**src/rtl/uex_mem_access_bridge.sv**
```systemverilog
// uex_mem_access_bridge: queues tagged read/write requests in a FIFO, issues them
// one at a time on a single-outstanding memory master port and returns tagged
// completions in request order.
// Optional response timeout: define UEX_MEM_ACCESS_BRIDGE_TIMEOUT_EN.
module uex_mem_access_bridge #(
   parameter int unsigned ADDR_W  = 32,
   parameter int unsigned DATA_W  = 32,
   parameter int unsigned TID_W   = 4,
   parameter int unsigned DEPTH   = 4,
   parameter int unsigned TIMEOUT = 256
) (
   input  logic                      clock,
   input  logic                      reset_n,
   // request channel
   input  logic                      req_valid,
   output logic                      req_ready,
   input  logic                      req_write,
   input  logic [ADDR_W-1:0]         req_addr,
   input  logic [DATA_W-1:0]         req_wdata,
   input  logic [DATA_W/8-1:0]       req_wstrb,
   input  logic [TID_W-1:0]          req_tid,
   // memory master port
   output logic                      m_valid,
   input  logic                      m_ready,
   output logic                      m_write,
   output logic [ADDR_W-1:0]         m_addr,
   output logic [DATA_W-1:0]         m_wdata,
   output logic [DATA_W/8-1:0]       m_wstrb,
   input  logic                      m_rvalid,
   input  logic [DATA_W-1:0]         m_rdata,
   input  logic                      m_rerr,
   // completion channel
   output logic                      rsp_valid,
   input  logic                      rsp_ready,
   output logic [TID_W-1:0]          rsp_tid,
   output logic                      rsp_write,
   output logic [DATA_W-1:0]         rsp_rdata,
   output logic                      rsp_err,
   // status
   output logic [$clog2(DEPTH):0]    level,
   output logic                      proto_err
);

   localparam int unsigned STRB_W = DATA_W / 8;
   localparam int unsigned PTR_W  = $clog2(DEPTH);
   localparam int unsigned LVL_W  = PTR_W + 1;

   typedef struct packed {
      logic              write;
      logic [ADDR_W-1:0] addr;
      logic [DATA_W-1:0] wdata;
      logic [STRB_W-1:0] wstrb;
      logic [TID_W-1:0]  tid;
   } req_t;

   typedef enum logic [1:0] {ST_IDLE, ST_ADDR, ST_WAIT, ST_RSP} state_t;

   state_t            state_q, state_d;
   req_t              fifo_q [DEPTH];
   req_t              cmd_q;
   logic [PTR_W-1:0]  wr_ptr_q, rd_ptr_q;
   logic [LVL_W-1:0]  level_q;
   logic [TID_W-1:0]  rsp_tid_q;
   logic              rsp_write_q, rsp_err_q, proto_err_q;
   logic [DATA_W-1:0] rsp_rdata_q;

   logic push_c, pop_c, cap_c, tmo_c, enter_wait_c, tmo_hit_c;

   assign req_ready = (level_q != LVL_W'(DEPTH));
   assign push_c    = req_valid && req_ready;

   // Optional response-timeout counter; restarts on every entry to WAIT_RSP.
`ifdef UEX_MEM_ACCESS_BRIDGE_TIMEOUT_EN
   localparam int unsigned CNT_W = $clog2(TIMEOUT + 1);
   logic [CNT_W-1:0] tmo_cnt_q;

   assign tmo_hit_c = (tmo_cnt_q == CNT_W'(TIMEOUT - 1));

   always_ff @(posedge clock or negedge reset_n) begin
      if (!reset_n)                tmo_cnt_q <= '0;
      else if (enter_wait_c)       tmo_cnt_q <= '0;
      else if (state_q == ST_WAIT) tmo_cnt_q <= tmo_cnt_q + CNT_W'(1);
   end
`else
   logic unused_timeout;
   assign unused_timeout = (TIMEOUT != 0);
   assign tmo_hit_c      = 1'b0;
`endif

   // Next-state and transaction-step decode.
   always_comb begin
      state_d      = state_q;
      pop_c        = 1'b0;
      cap_c        = 1'b0;
      tmo_c        = 1'b0;
      enter_wait_c = 1'b0;
      unique case (state_q)
         ST_IDLE: if (level_q != '0) begin
            pop_c   = 1'b1;
            state_d = ST_ADDR;
         end
         ST_ADDR: if (m_ready) begin
            enter_wait_c = 1'b1;
            state_d      = ST_WAIT;
         end
         ST_WAIT: begin
            if (m_rvalid) begin
               cap_c   = 1'b1;
               state_d = ST_RSP;
            end else if (tmo_hit_c) begin
               tmo_c   = 1'b1;
               state_d = ST_RSP;
            end
         end
         ST_RSP: if (rsp_ready) state_d = ST_IDLE;
         default: state_d = ST_IDLE;
      endcase
   end

   // FSM state register.
   always_ff @(posedge clock or negedge reset_n) begin
      if (!reset_n) state_q <= ST_IDLE;
      else          state_q <= state_d;
   end

   // FIFO storage; contents need no reset, pointers qualify them.
   always_ff @(posedge clock) begin
      if (push_c) fifo_q[wr_ptr_q] <= '{write: req_write, addr: req_addr, wdata: req_wdata,
                                        wstrb: req_wstrb, tid: req_tid};
   end

   // FIFO pointers and occupancy; pointers wrap naturally at DEPTH.
   always_ff @(posedge clock or negedge reset_n) begin
      if (!reset_n) begin
         wr_ptr_q <= '0;
         rd_ptr_q <= '0;
         level_q  <= '0;
      end else begin
         if (push_c) wr_ptr_q <= wr_ptr_q + PTR_W'(1);
         if (pop_c)  rd_ptr_q <= rd_ptr_q + PTR_W'(1);
         if (push_c && !pop_c)      level_q <= level_q + LVL_W'(1);
         else if (pop_c && !push_c) level_q <= level_q - LVL_W'(1);
      end
   end

   // Command registers drive the bus fields for the whole ADDR phase.
   always_ff @(posedge clock or negedge reset_n) begin
      if (!reset_n)   cmd_q <= '0;
      else if (pop_c) cmd_q <= fifo_q[rd_ptr_q];
   end

   // Completion registers, held through RSP until accepted.
   always_ff @(posedge clock or negedge reset_n) begin
      if (!reset_n) begin
         rsp_tid_q   <= '0;
         rsp_write_q <= 1'b0;
         rsp_rdata_q <= '0;
         rsp_err_q   <= 1'b0;
      end else if (cap_c || tmo_c) begin
         rsp_tid_q   <= cmd_q.tid;
         rsp_write_q <= cmd_q.write;
         rsp_rdata_q <= (cmd_q.write || tmo_c) ? '0 : m_rdata;
         rsp_err_q   <= tmo_c ? 1'b1 : m_rerr;
      end
   end

   // Sticky flag for completions arriving when none is awaited.
   always_ff @(posedge clock or negedge reset_n) begin
      if (!reset_n)                            proto_err_q <= 1'b0;
      else if (m_rvalid && state_q != ST_WAIT) proto_err_q <= 1'b1;
   end

   assign m_valid   = (state_q == ST_ADDR);
   assign m_write   = cmd_q.write;
   assign m_addr    = cmd_q.addr;
   assign m_wdata   = cmd_q.wdata;
   assign m_wstrb   = cmd_q.wstrb;
   assign rsp_valid = (state_q == ST_RSP);
   assign rsp_tid   = rsp_tid_q;
   assign rsp_write = rsp_write_q;
   assign rsp_rdata = rsp_rdata_q;
   assign rsp_err   = rsp_err_q;
   assign level     = level_q;
   assign proto_err = proto_err_q;

endmodule

```
**config.mk**
```make
export PLATFORM = sky130hd
export DESIGN_NAME = uex_mem_access_bridge
export DESIGN_NICKNAME = d
export VERILOG_FILES = /design/src/rtl/uex_mem_access_bridge.sv
export SDC_FILE = /design/constraint.sdc
export NUM_CORES = 1
export LEC_CHECK = 0
export BUFFER_PORTS_ARGS = -buffer_cell sky130_fd_sc_hd__buf_2
export CORE_ASPECT_RATIO = 1.5
export CORE_MARGIN = 8
export CORE_UTILIZATION = 25
export DETAILED_ROUTE_END_ITERATION = 16
export GPL_TIMING_DRIVEN = 0
export REMOVE_ABC_BUFFERS = 1
export SLEW_MARGIN = 10
export SYNTH_ARGS = -nofsm -noshare
export SYNTH_HDL_FRONTEND = slang
export SYNTH_SLANG_ARGS = --single-unit
```
**constraint.sdc**
```tcl
create_clock -name clock -period 2.8 [get_ports clock]
set_input_delay 0.28 -clock clock [delete_from_list [all_inputs] [get_ports clock]]
set_output_delay 0.28 -clock clock [all_outputs]
set_load 0.005 [all_outputs]
```
==> flow_summary.json <==
{
  "worstSetupPathType": "flop to flop",
  "core_um2": 63100,
  "start_kind": "flop",
  "top_layer": "met4",
  "fin_setup_tns_ns": 0,
  "wl_per_cell_um": 18.3,
  "placed_cells": 1753,
  "nets": 1222,
  "layout_min_cycle_time_ns": 2.57,
  "wl_met1_um": 14300,
  "drt_iter0_drc": 305,
  "synth_area_um2": 15900,
  "synthCells": 808,
  "met3WireLength_um": 1740,
  "cts_setup_buffers": 0,
  "worst_pin_slew_ns": 0.913,
  "cp.arrival_ns": 2.80,
  "power.total_mw": 21.1,
  "setup_viol": 0,
  "finalWeightedCongestion": 0.689,
  "yosysMostFrequentCell": "edfxtp_1",
  "synth_cell_types": 27,
  "regToRegEndpoint": "fifo_q[2][39]$_DFFE_PP_",
  "whs_ns": 0.227,
  "r2r-start": "level[0]$_DFFE_PN0P_",
  "num_rows": 113,
  "period_share_pct": 91.8,
  "nFillCells": 6047,
  "crit_end": "fifo_q[2][39]$_DFFE_PP_",
  "rsz0062_at_grt": "false",
  "diodes": 0,
  "fmax_mhz": 389,
  "p_leak_nw": 7.53,
  "ir_drop_mv": 0.605,
  "ys_warn_count": 0,
  "fin_area_um2": 20200,
  "grt_max_degree": 68,
  "drive_gt1_share_pct": 41.4,
  "firstDrtPassIters": 4,
  "hold_viol": 0,
  "overflow": 0,
  "insertion_delay_ns": 0.56,
  "min-delay-path-class": "primary input to async pin",
  "yosysTopAreaCellShare_pct": 55.2,
  "cts.root.buffer_cell": "clkbuf_16",
  "drc": 0,
  "grt_pass1_vias": 8996,
  "p_per_area_nw_per_um2": 1050,
  "worst_slack_ns": 0.228,
  "synthTopCellsByCount": "edfxtp_1, dfrtp_1, mux2_2",
  "h-tree-depth": 2,
  "num_vias": 7982,
  "cts_tree": "yes",
  "synth.avg_cell_area_um2": 19.7,
  "reg2reg_slack_ns": 0.23,
  "io_buffer_count": 225,
  "status": "complete, no violations",
  "die_w_um": 222,
  "drtAntennaViolNets": 0,
  "clkTransAtPathRegs_ns": 0.06,
  "wirelength_um": 35500,
  "startpoint": "level[0]$_DFFE_PN0P_",
  "cts_made_buffers": 42,
  "synth_seq_area_share_pct": 74.2,
  "cp_max_fo": 38,
  "worstPathRequired_ns": 3.02,
  "dpl_cell_area_um2": 17700,
  "cp-end-kind": "flop",
  "stdcell_count": 1939,
  "grt_pass1_wl_um": 54700,
  "clockBufferDepth": 3,
  "drv_cap": 0,
  "antenna_found_initial": 0,
  "fp.dieArea_um2": 72100,
  "syn2layout_area_growth_pct": 27.0,
  "ioPinCount": 226,
  "cts.sinks": 413,
  "fin_skew_ns": 0.0146,
  "viasPerCell": 4.12,
  "grtUsageTotal_pct": 9.88,
  "wl_met2_um": 18500,
  "start_util_pct": 25.2,
  "synth-seq-cells": 413,
  "async_reset_ff_share_pct": 29.3,
  "pre_cts_ws_ns": 0.149,
  "post-route-util_pct": 32.0,
  "dp_hpwl_um": 22700,
  "die_height_um": 325,
  "relSlewSlack_pct": 39.1,
  "ff2ff_path_depth": 4,
  "yosys.area.top_type": "edfxtp_1",
  "synth.area.top_cells": "edfxtp_1, dfrtp_1, mux4_2",
  "synth-edff-count": 292,
  "slew_violations": 0,
  "ys.flop_type": "edfxtp_1"
}
routing by layer:
layer	track usage [%]	up-vias
met4	3.71	0
li1	-	3613
met2	17.8	201
met3	2.43	58
met5	0	-
met1	11.2	4110
cell usage in the layout, fill, tap and decap left out:
cell type,n
nor2b_1,3
clkbuf_1,10
inv_1,7
nor3_1,1
buf_6,2
nor2_1,3
and2_4,4
or2_2,1
o21ai_0,32
nand2_1,33
bufinv_16,4
o32a_1,1
nand2_2,1
clkinv_1,5
clkinv_4,1
o31ai_4,1
a21boi_1,1
clkinvlp_4,1
edfxtp_1,292
ha_1,9
xor2_1,3
buf_16,9
buf_8,6
mux2_2,82
mux4_2,73
clkinv_2,9
buf_2,224
dfrtp_4,2
nand2b_1,32
a2111oi_2,1
xnor2_1,3
clkbuf_16,45
buf_12,1
inv_6,3
dlygate4sd3_1,108
dfrtp_1,119
a21o_1,1
fa_1,1
how the worst min path moves through the flow:
| stage | startpoint | end | slack (ns) | depth (start not counted) |
|---|---|---|---|---|
| after floorplan | reset_n | cmd_q[0]$_DFFE_PN0P_ | -0.02 | 0 |
| after global placement | proto_err$_DFFE_PN0P_ | proto_err$_DFFE_PN0P_ | 0.45 | 1 |
| after detailed placement | reset_n | m_wdata[14]$_DFFE_PN0P_ | 0.25 | 1 |
| after CTS | rsp_ready | state_q[0]$_DFFE_PN0P_ | 0.17 | 3 |
| after global routing | rsp_ready | state_q[0]$_DFFE_PN0P_ | 0.21 | 3 |
| final | reset_n | m_wdata[14]$_DFFE_PN0P_ | 0.23 | 2 |
area by class of cell:
class	count	area (µm²)	area share, %
inverters	7	26.3	0.130
well taps	805	1010	4.99
multi-input cells	286	3380	16.7
flip-flops and latches	413	11800	58.5
clock inverters	23	226	1.12
clock buffers	55	1160	5.76
repair buffers	350	2580	12.8
kinds of logic (layout without fill, tap and decap cells):
| kind of cell | after synthesis | count (layout) | synth area share, % |
|---|---|---|---|
| xor+xnor | 6 | 6 | 0.331 |
| compound gates | 37 | 37 | 1.34 |
| buf+inv | 109 | 435 | 4.64 |
| fa+ha+maj | 10 | 10 | 0.835 |
| flops | 413 | 413 | 74.2 |
| mux | 155 | 155 | 16.2 |
| simple gates | 78 | 78 | 2.48 |
worst max-delay path, stage by stage (launching register included):
cell	delay [ns]
dfrtp_1	0.52
nor2_1	0.10
a21boi_1	0.56
and2_4	0.69
buf_16	0.32
report_power, final:
group | switching, mW | internal [mW] | total [mW] | leakage (nW)
registers | 0.960 | 8.37 | 9.33 | 4.13
clock network | 2.34 | 3.32 | 5.66 | 0.684
logic | 2.79 | 3.36 | 6.15 | 2.71
registers in the layout, indices dropped and copies added (netlist names):
register,cells
cmd_q,4
fifo_q,292
level,3
m_addr,32
m_wdata,32
m_write,1
m_wstrb,4
proto_err,1
rd_ptr_q,2
rsp_err,1
rsp_rdata,32
rsp_tid,4
rsp_write,1
state_q,2
wr_ptr_q,2
repair_timing:
action,CTS,global route
endpoints found under the setup margin,0,0
hold endpoints to repair,380,0
hold buffers,108,0
resized for setup,0,0
Power figures use the tool's default switching activity.
